## config.mk

```make
export PLATFORM = sky130hd
export DESIGN_NAME = m_scroll_ctrl_flat
export DESIGN_NICKNAME = d
export VERILOG_FILES = /design/src/rtl/m_scroll_ctrl_pkg.sv /design/src/rtl/m_scroll_ctrl_if.sv /design/src/rtl/m_scroll_ctrl_tick_gen.sv /design/src/rtl/m_scroll_ctrl.sv /design/src/flat_wrapper.sv
export SDC_FILE = /design/constraint.sdc
export NUM_CORES = 1
export LEC_CHECK = 0
export CAP_MARGIN = 25
export CORE_AREA = 2 2 85 87
export DETAILED_ROUTE_END_ITERATION = 8
export DIE_AREA = 0 0 87 89
export PLACE_DENSITY = 0.66
export SETUP_SLACK_MARGIN = 0.1
export SLEW_MARGIN = 20
export SYNTH_ARGS = -nofsm -noshare
export SYNTH_HDL_FRONTEND = slang
export SYNTH_SLANG_ARGS = --single-unit
```

## constraint.sdc

```tcl
create_clock -name clk -period 3.21 [get_ports clk]
set_clock_uncertainty 0.1 [all_clocks]
set_input_delay 0.4815 -clock clk [delete_from_list [all_inputs] [get_ports clk]]
set_output_delay 0.4815 -clock clk [all_outputs]
set_load 0.01 [all_outputs]
```

## src/rtl/m_scroll_ctrl_pkg.sv

```systemverilog
// Shared types and constants for the 7-seg message scroller.
// States, blank glyph, ROM geometry and address helper.
package m_scroll_ctrl_pkg;

  typedef enum logic [1:0] {
    S_IDLE  = 2'd0,
    S_WAIT  = 2'd1,
    S_FETCH = 2'd2,
    S_PAUSE = 2'd3
  } state_t;

  localparam logic [7:0] GLYPH_BLANK = 8'hFF;
  localparam int ROM_DEPTH = 16;
  localparam int ADR_W = $clog2(ROM_DEPTH);

  localparam logic [ADR_W-1:0] ADR_LAST =
    ADR_W'(ROM_DEPTH - 1);

  // Address after a; last entry wraps to 0.
  function automatic logic [ADR_W-1:0] adr_next(
    input logic [ADR_W-1:0] a
  );
    return (a == ADR_LAST) ? '0 : a + 1'b1;
  endfunction

endpackage

```

## src/rtl/m_scroll_ctrl_if.sv

```systemverilog
// Character ROM bus between the scroller and the glyph ROM.
// Address and message select out, active-low glyph back.
interface m_scroll_ctrl_if;
  import m_scroll_ctrl_pkg::*;

  logic [ADR_W-1:0] rom_adr;
  logic             rom_mode;
  logic [7:0]       rom_dat;

  modport master (
    output rom_adr,
    output rom_mode,
    input  rom_dat
  );

  modport slave (
    input  rom_adr,
    input  rom_mode,
    output rom_dat
  );

endinterface

```

## src/rtl/m_scroll_ctrl_tick_gen.sv

```systemverilog
// Scroll-rate prescaler: one tick every DIV enabled cycles.
// Counter is cleared whenever en is low.
module m_tick_gen #(
  parameter int DIV = 25000000
) (
  input  logic clk,
  input  logic rst,
  input  logic en,
  output logic tick
);

  localparam int CW = (DIV > 1) ? $clog2(DIV) : 1;
  localparam logic [CW-1:0] LAST = CW'(DIV - 1);

  logic [CW-1:0] cnt;

  assign tick = en && (cnt == LAST);

  // Count 0..DIV-1 while enabled, hold at 0 otherwise.
  always_ff @(posedge clk) begin
    if (rst || !en) begin
      cnt <= '0;
    end else if (tick) begin
      cnt <= '0;
    end else begin
      cnt <= cnt + 1'b1;
    end
  end

endmodule

```

## src/rtl/m_scroll_ctrl.sv

```systemverilog
// Scrolls the 16-glyph ROM message across DIGITS 7-seg digits.
// Optional wrap pause: define SCROLL_PAUSE_EN.
module m_scroll_ctrl
  import m_scroll_ctrl_pkg::*;
#(
  parameter int DIGITS      = 4,
  parameter int DIV         = 25000000,
  parameter int PAUSE_STEPS = 4
) (
  input  logic                  clk,
  input  logic                  rst,
  input  logic                  en,
  input  logic                  mode_in,
  m_scroll_ctrl_if.master       rom,
  output logic [8*DIGITS-1:0]   seg_buf,
  output logic                  step,
  output logic                  frame_done
);

  localparam int PW =
    (PAUSE_STEPS > 1) ? $clog2(PAUSE_STEPS) : 1;
  localparam logic [PW-1:0] P_LAST =
    PW'(PAUSE_STEPS - 1);

  state_t           state;
  state_t           nxt;
  logic             tick;
  logic             run;
  logic             fetch;
  logic             pausing;
  logic             at_last;
  logic             pause_done;
  logic [ADR_W-1:0] adr_q;
  logic             mode_q;
  logic [PW-1:0]    pcnt;

  assign rom.rom_adr  = adr_q;
  assign rom.rom_mode = mode_q;

  assign at_last    = (adr_q == ADR_LAST);
  assign pause_done = tick && (pcnt == P_LAST);

  // Prescaler only runs while waiting or pausing,
  // so a fetch cycle stretches the step period by one.
  m_tick_gen #(
    .DIV (DIV)
  ) u_tick (
    .clk  (clk),
    .rst  (rst),
    .en   (run),
    .tick (tick)
  );

  // State register.
  always_ff @(posedge clk) begin
    if (rst) begin
      state <= S_IDLE;
    end else begin
      state <= nxt;
    end
  end

  // Next-state logic; fetch always lasts one cycle.
  always_comb begin
    nxt = state;
    unique case (state)
      S_IDLE: begin
        if (en) nxt = S_WAIT;
      end
      S_WAIT: begin
        if (!en)       nxt = S_IDLE;
        else if (tick) nxt = S_FETCH;
      end
      S_FETCH: begin
`ifdef SCROLL_PAUSE_EN
        if (!en)          nxt = S_IDLE;
        else if (at_last) nxt = S_PAUSE;
        else              nxt = S_WAIT;
`else
        if (!en) nxt = S_IDLE;
        else     nxt = S_WAIT;
`endif
      end
      S_PAUSE: begin
        if (!en)             nxt = S_IDLE;
        else if (pause_done) nxt = S_WAIT;
      end
      default: nxt = S_IDLE;
    endcase
  end

  // State-decoded controls.
  always_comb begin
    fetch   = 1'b0;
    pausing = 1'b0;
    run     = 1'b0;
    unique case (1'b1)
      (state == S_FETCH): fetch = 1'b1;
      (state == S_PAUSE): begin
        pausing = 1'b1;
        run     = en;
      end
      (state == S_WAIT):  run = en;
      default: ;
    endcase
  end

  // Pause length counter, cleared outside S_PAUSE.
  always_ff @(posedge clk) begin
    if (rst || !pausing) begin
      pcnt <= '0;
    end else if (tick) begin
      pcnt <= pause_done ? '0 : pcnt + 1'b1;
    end
  end

  // Shift buffer, address, mode latch and pulses.
  // Mode only changes at the 15->0 wrap.
  always_ff @(posedge clk) begin
    if (rst) begin
      adr_q      <= '0;
      mode_q     <= mode_in;
      seg_buf    <= {DIGITS{GLYPH_BLANK}};
      step       <= 1'b0;
      frame_done <= 1'b0;
    end else begin
      step       <= fetch;
      frame_done <= fetch && at_last;
      if (fetch) begin
        seg_buf <= {seg_buf[8*DIGITS-9:0], rom.rom_dat};
        adr_q   <= adr_next(adr_q);
        if (at_last) mode_q <= mode_in;
      end
    end
  end

endmodule

```

## src/flat_wrapper.sv

```systemverilog
// flat-port wrapper written by rule: the top's interface ports become plain ports
module m_scroll_ctrl_flat import m_scroll_ctrl_pkg::*;
#(
  parameter int DIGITS      = 4,
  parameter int DIV         = 25000000,
  parameter int PAUSE_STEPS = 4
)
  (clk, rst, en, mode_in, seg_buf, step, frame_done, rom_rom_adr, rom_rom_mode, rom_rom_dat);
  m_scroll_ctrl_if rom_i ();
  input  logic clk;
  input  logic rst;
  input  logic en;
  input  logic mode_in;
  output logic [8*DIGITS-1:0] seg_buf;
  output logic step;
  output logic frame_done;
  output wire logic [$bits(rom_i.rom_adr)-1:0] rom_rom_adr;
  output wire logic [$bits(rom_i.rom_mode)-1:0] rom_rom_mode;
  input wire logic [$bits(rom_i.rom_dat)-1:0] rom_rom_dat;
  assign rom_rom_adr = rom_i.rom_adr;
  assign rom_rom_mode = rom_i.rom_mode;
  assign rom_i.rom_dat = rom_rom_dat;
  m_scroll_ctrl #(.DIGITS(DIGITS), .DIV(DIV), .PAUSE_STEPS(PAUSE_STEPS)) u_core (.clk(clk), .rst(rst), .en(en), .mode_in(mode_in), .rom(rom_i), .seg_buf(seg_buf), .step(step), .frame_done(frame_done));
endmodule
```

==> After elaboration in Yosys (flattened, before gate mapping) <==
Cells that the tools add are included.
{ "totals": {"register_bits": 68, "output_inout_bits": 39} }
{ "op_classes": {"addsub": 3, "eq_ne": 9, "mux": 15, "n_reduce_logical": 14} }
{ "op_table": {"columns": ["cell", "n"], "rows": [
  ["25-bit by 1-bit adder with 25-bit output, second input constant", 1],
  ["25-bit == test, second input constant", 1],
  ["2-bit 2-to-1 mux", 6],
  ["2-bit case mux with 4 select lines", 1],
  ["1-bit 2-to-1 mux", 7],
  ["2-bit == test, second input constant", 3],
  ["3-bit by 2-bit != test with 1-bit output, second input constant", 2],
  ["4-bit by 1-bit adder with 4-bit output, second input constant", 1],
  ["4-bit == test, second input constant", 1],
  ["4-bit 2-to-1 mux", 1],
  ["2-bit nonzero test", 2],
  ["2-bit OR reduction", 2],
  ["1-bit logical AND", 3],
  ["3-bit AND reduction", 1],
  ["2-bit by 1-bit adder with 2-bit output, second input constant", 1],
  ["2-bit by 1-bit == test with 1-bit output, second input constant", 1],
  ["1-bit zero test", 2],
  ["2-bit zero test", 1],
  ["1-bit logical OR", 2],
  ["2-bit != test, second input constant", 1],
  ["2-bit AND reduction", 1]
]} }

==> Logic depth before layout (Yosys ltp) <==
{ "logic_depth": {"ltp_word": 8, "ltp_mapped": 7, "ltp_nobuf": 4} }

==> By module <==
Synthesis repeated with hierarchy kept, for this count alone.
{ "unflattened": {"cells_unflattened": 324, "hier_area_um2": 2836.5} }
{ "modules_own_cells": {"columns": ["module", "n_inst", "cells_per_inst", "area_each_um2"], "rows": [
  ["m_scroll_ctrl", 1, 189, 1637.8],
  ["m_tick_gen", 1, 135, 1198.6]
]} }

==> Worst setup path before layout <==
OpenSTA, ideal clock, no wires.
{ "synth_path": {"kind": "reg2reg", "start": "register u_core.u_tick.cnt[7]", "end": "register u_core.pcnt[0]", "setup_time_ns": 0.070, "arrival_ns": 2.072, "t_required_ns": 3.040, "setup_slack_ns": 0.968, "stages_incl_launch_ff": 6, "n_path_buf": 1, "synth_period_minus_slack_ns": 2.242, "cell_sequence": "dfxtp_1 -> or4b_1 -> or4b_1 -> clkbuf_2 -> or4_1 -> a21oi_1"} }
{ "synth_via": {"elab_chain_cells": 4} }
{ "synth_rtl": {"columns": ["item", "line", "text"], "rows": [
  ["start, declared", "m_scroll_ctrl_tick_gen.sv:15", "logic [CW-1:0] cnt;"],
  ["start signal, assigned", "m_scroll_ctrl_tick_gen.sv:26", "cnt <= cnt + 1'b1;"],
  ["25-bit == test *", "m_scroll_ctrl_tick_gen.sv:17", "assign tick = en && (cnt == LAST);"],
  ["1-bit logical AND *", "m_scroll_ctrl_tick_gen.sv:17", null],
  ["1-bit logical AND", "m_scroll_ctrl.sv:41", "assign pause_done = tick && (pcnt == P_LAST);"],
  ["2-bit 2-to-1 mux", "m_scroll_ctrl.sv:113", "pcnt <= pause_done ? '0 : pcnt + 1'b1;"],
  ["end signal, assigned", "m_scroll_ctrl.sv:113", null],
  ["end, declared", "m_scroll_ctrl.sv:35", "logic [PW-1:0] pcnt;"]
]} }
Mark *: on every way between the ends. The rest lies on a longest branch, timed or not.
A chain may end at the register's enable or synchronous reset.

==> Worst setup path after layout <==
{ "layout_path": {"start": "register u_core.u_tick.cnt[15]", "end": "register u_core.pcnt[0]"} }
Same word-level chain as after synthesis.

==> reports/metrics.cfg <==
[floorplanning]
core-area_um2 = 6720
fp-row-count = 30
start_util_pct = 41.9
die_w_um = 87
die_y_um = 89
fp.dieArea_um2 = 7740
io_pins = 51

[critical_path]
cp.depth = 4
r2r_slack_ns = 0.84
path_delay_family = simple AND/OR/NAND/NOR gates
cpPeakStageDelay_ns = 0.65
rr_worst_depth = 4
cp-start-kind = flip-flop
crit_start = u_core.u_tick.cnt[15]
cp.arrival_ns = 2.54
cpMaxStageDelayCell = or4b_1
crit_end = u_core.pcnt[0]
reg2reg_to = u_core.pcnt[0]
cp_num_buf_inv = 0
cp.required_ns = 3.38
reg2reg_from = u_core.u_tick.cnt[15]
critPathMaxFanout = 6
cp_common_cell = or4b_1
path_class = reg -> reg
worst_setup_path_end_kind = flip-flop
crit_chain = or4b_1 > or4b_1 > or4_1 > a21oi_1

[power]
p_leak_nw = 1.35
finalPower_mw = 1.66
vdd_drop_max_v = 0.000189
p_per_area_nw_per_um2 = 463

[yosys]
ys_async_sr_fraction_pct = 0
synth_most_common_cell = nand2_1
synth_ff_type = dfxtp_1
syn_area_per_cell_um2 = 8.56
synth_commonest_cells = 80 x nand2_1, 67 x dfxtp_1, 33 x nand3b_1, 18 x nor2_1
synth_cell_types = 37
synth_top_cells_by_area = dfxtp_1 48%, nand2_1 11%, nand3b_1 8.8%, xor2_1 3.1%, a21oi_1 2.7%
yosysWarnings = 0
synth_top_area_share_pct = 47.6
yosys_register_bits = 68
yosysSeqAreaShare_pct = 48.7
synth_cells = 329
syn_nets = 344
synth_edf_count = 1
netlist_area_um2 = 2820
synth_top_cell_by_area = dfxtp_1

[placed_design]
place_area_um2 = 3370
dp.cells = 442
gp_congestion = 0.781
dp_hpwl_mm = 3.92
port_buffers = 50
dp_slack_ns = 0.641

[clocking]
clock-sinks = 68
cts_tree = done
postCtsSetupBuffers = 0
post_cts_resized = 0
cts_root_buf = clkbuf_8
htree_num_levels = 3
path_clk_slew_ns = 0.08
hold_buffers = 0
numCtsBuffers = 9
clock_path_buffers = 2
clkLatencyLatePin_ns = 0.34

[drt]
drt-initial-drc-count = 136
drc = 0
viasPerCell = 5.23
ant_nets = 0
vias = 2394
wl_per_cell_um = 12.8
drt-pass1-iter-count = 4
finalWirelength_mm = 5.88

[global_routing]
grt_max_degree = 41
grt_pass1_vias = 2120
track_usage_pct = 16.0
grt_pass1_wl_mm = 9.91
globalRouteOverflowTotal = 0
antenna_found_initial = 0

[run]
maxCapViolations = 0

[finish]
fillers = 613
final_util_pct = 53.4
syn_to_final_growth_pct = 27.6
fin_area_um2 = 3590
num-nets-final = 388
diodes = 0
instances_no_fill = 458
final_layout_size_suffix_gt1_share_pct = 6.08

[hold_path]
hp-class = reg -> reg
whs_path_depth = 1

[timing]
slew_viol_final = 0
finalHoldViolCount = 0
max_slew_margin_pct = 75.0
rsz0062_at_grt = false
fin_ws_ns = 0.839
tightestPinTransition_ns = 0.375
whs_ns = 0.358
tns_ns = 0
setup_viol = 0
period_needed_ns = 2.37
fmax_mhz = 422
finalCritPeriodShare_pct = 73.9

[status]
outcome = complete, no violations

[flip-flops by register name, summed over array words and instances (netlist names)]
| register | cells |
|---|---|
| u_core.state | 2 |
| u_core.rom.rom_adr | 4 |
| u_core.step | 1 |
| u_core.frame_done | 1 |
| u_core.seg_buf | 32 |
| u_core.pcnt | 2 |
| u_core.rom.rom_mode | 1 |
| u_core.u_tick.cnt | 25 |
[layout make-up]
class	instances	area, um2	share of cell area, %
Clock inverter	6	87.6	2.44
Clock buffer	10	138	3.83
Timing Repair Buffer	54	531	14.8
Tap cell	80	100	2.79
Multi-Input combinational cell	238	1360	37.8
Inverter	2	7.51	0.209
Sequential cell	68	1370	38.2
[kinds of logic after synthesis]
family                     count (synthesis)  share of synthesized area [%]
DFF                                       68                           48.7
AOI/OAI and AO/OA                         32                           6.58
adders and majority gates                  3                           1.33
buffers and inverters                     23                           3.20
and+or+nand+nor                          189                           35.8
xor gates and xnor gates                  14                           4.36
[worst reg2reg max path, cell delays in order, from the launching register on]
cell and delay [ns]:
dfxtp_1 0.35, or4b_1 0.55, or4b_1 0.65, or4_1 0.50, a21oi_1 0.16
[where the power goes]
| group | leakage, nW | switching [mW] | total, mW | internal [mW] |
|---|---|---|---|---|
| Clock | 0.116 | 0.322 | 0.781 | 0.458 |
| Sequential | 0.551 | 0.00148 | 0.848 | 0.847 |
| Combinational | 0.684 | 0.0123 | 0.0339 | 0.0216 |
| Total | 1.35 | 0.336 | 1.66 | 1.33 |
[worst min path at each step]
stage	slack, ns	end	from
global route	0.39	u_core.seg_buf[26]	u_core.seg_buf[26]
detailed placement	0.35	u_core.u_tick.cnt[0]	u_core.u_tick.cnt[0]
global placement	0.33	u_core.u_tick.cnt[0]	u_core.u_tick.cnt[0]
CTS	0.36	u_core.u_tick.cnt[0]	u_core.u_tick.cnt[0]
floorplan	0.33	u_core.u_tick.cnt[0]	u_core.u_tick.cnt[0]
finish	0.36	u_core.u_tick.cnt[0]	u_core.u_tick.cnt[0]
[per-layer routing]
layer	vias up	wire length [um]	track usage (%)
met4	0	65	8.10
li1	1228	-	-
met3	7	281	3.79
met2	52	2680	24.1
met1	1107	2850	21.5
met5	-	0	0
[layout by cell type (no fill, tap or decap), types with 8 or more instances in the layout]
| master | netlist | final |
|---|---|---|
| nor2_1 | 18 | 18 |
| nand4_1 | 11 | 11 |
| dfxtp_1 | 67 | 67 |
| clkbuf_8 | 0 | 10 |
| nand3b_1 | 33 | 33 |
| a21oi_1 | 15 | 15 |
| nand3_1 | 8 | 8 |
| clkdlybuf4s50_1 | 0 | 50 |
| nand2_1 | 80 | 80 |
| or4_1 | 9 | 9 |
| xor2_1 | 10 | 10 |
Note: power is estimated with default switching activity, not from simulation.
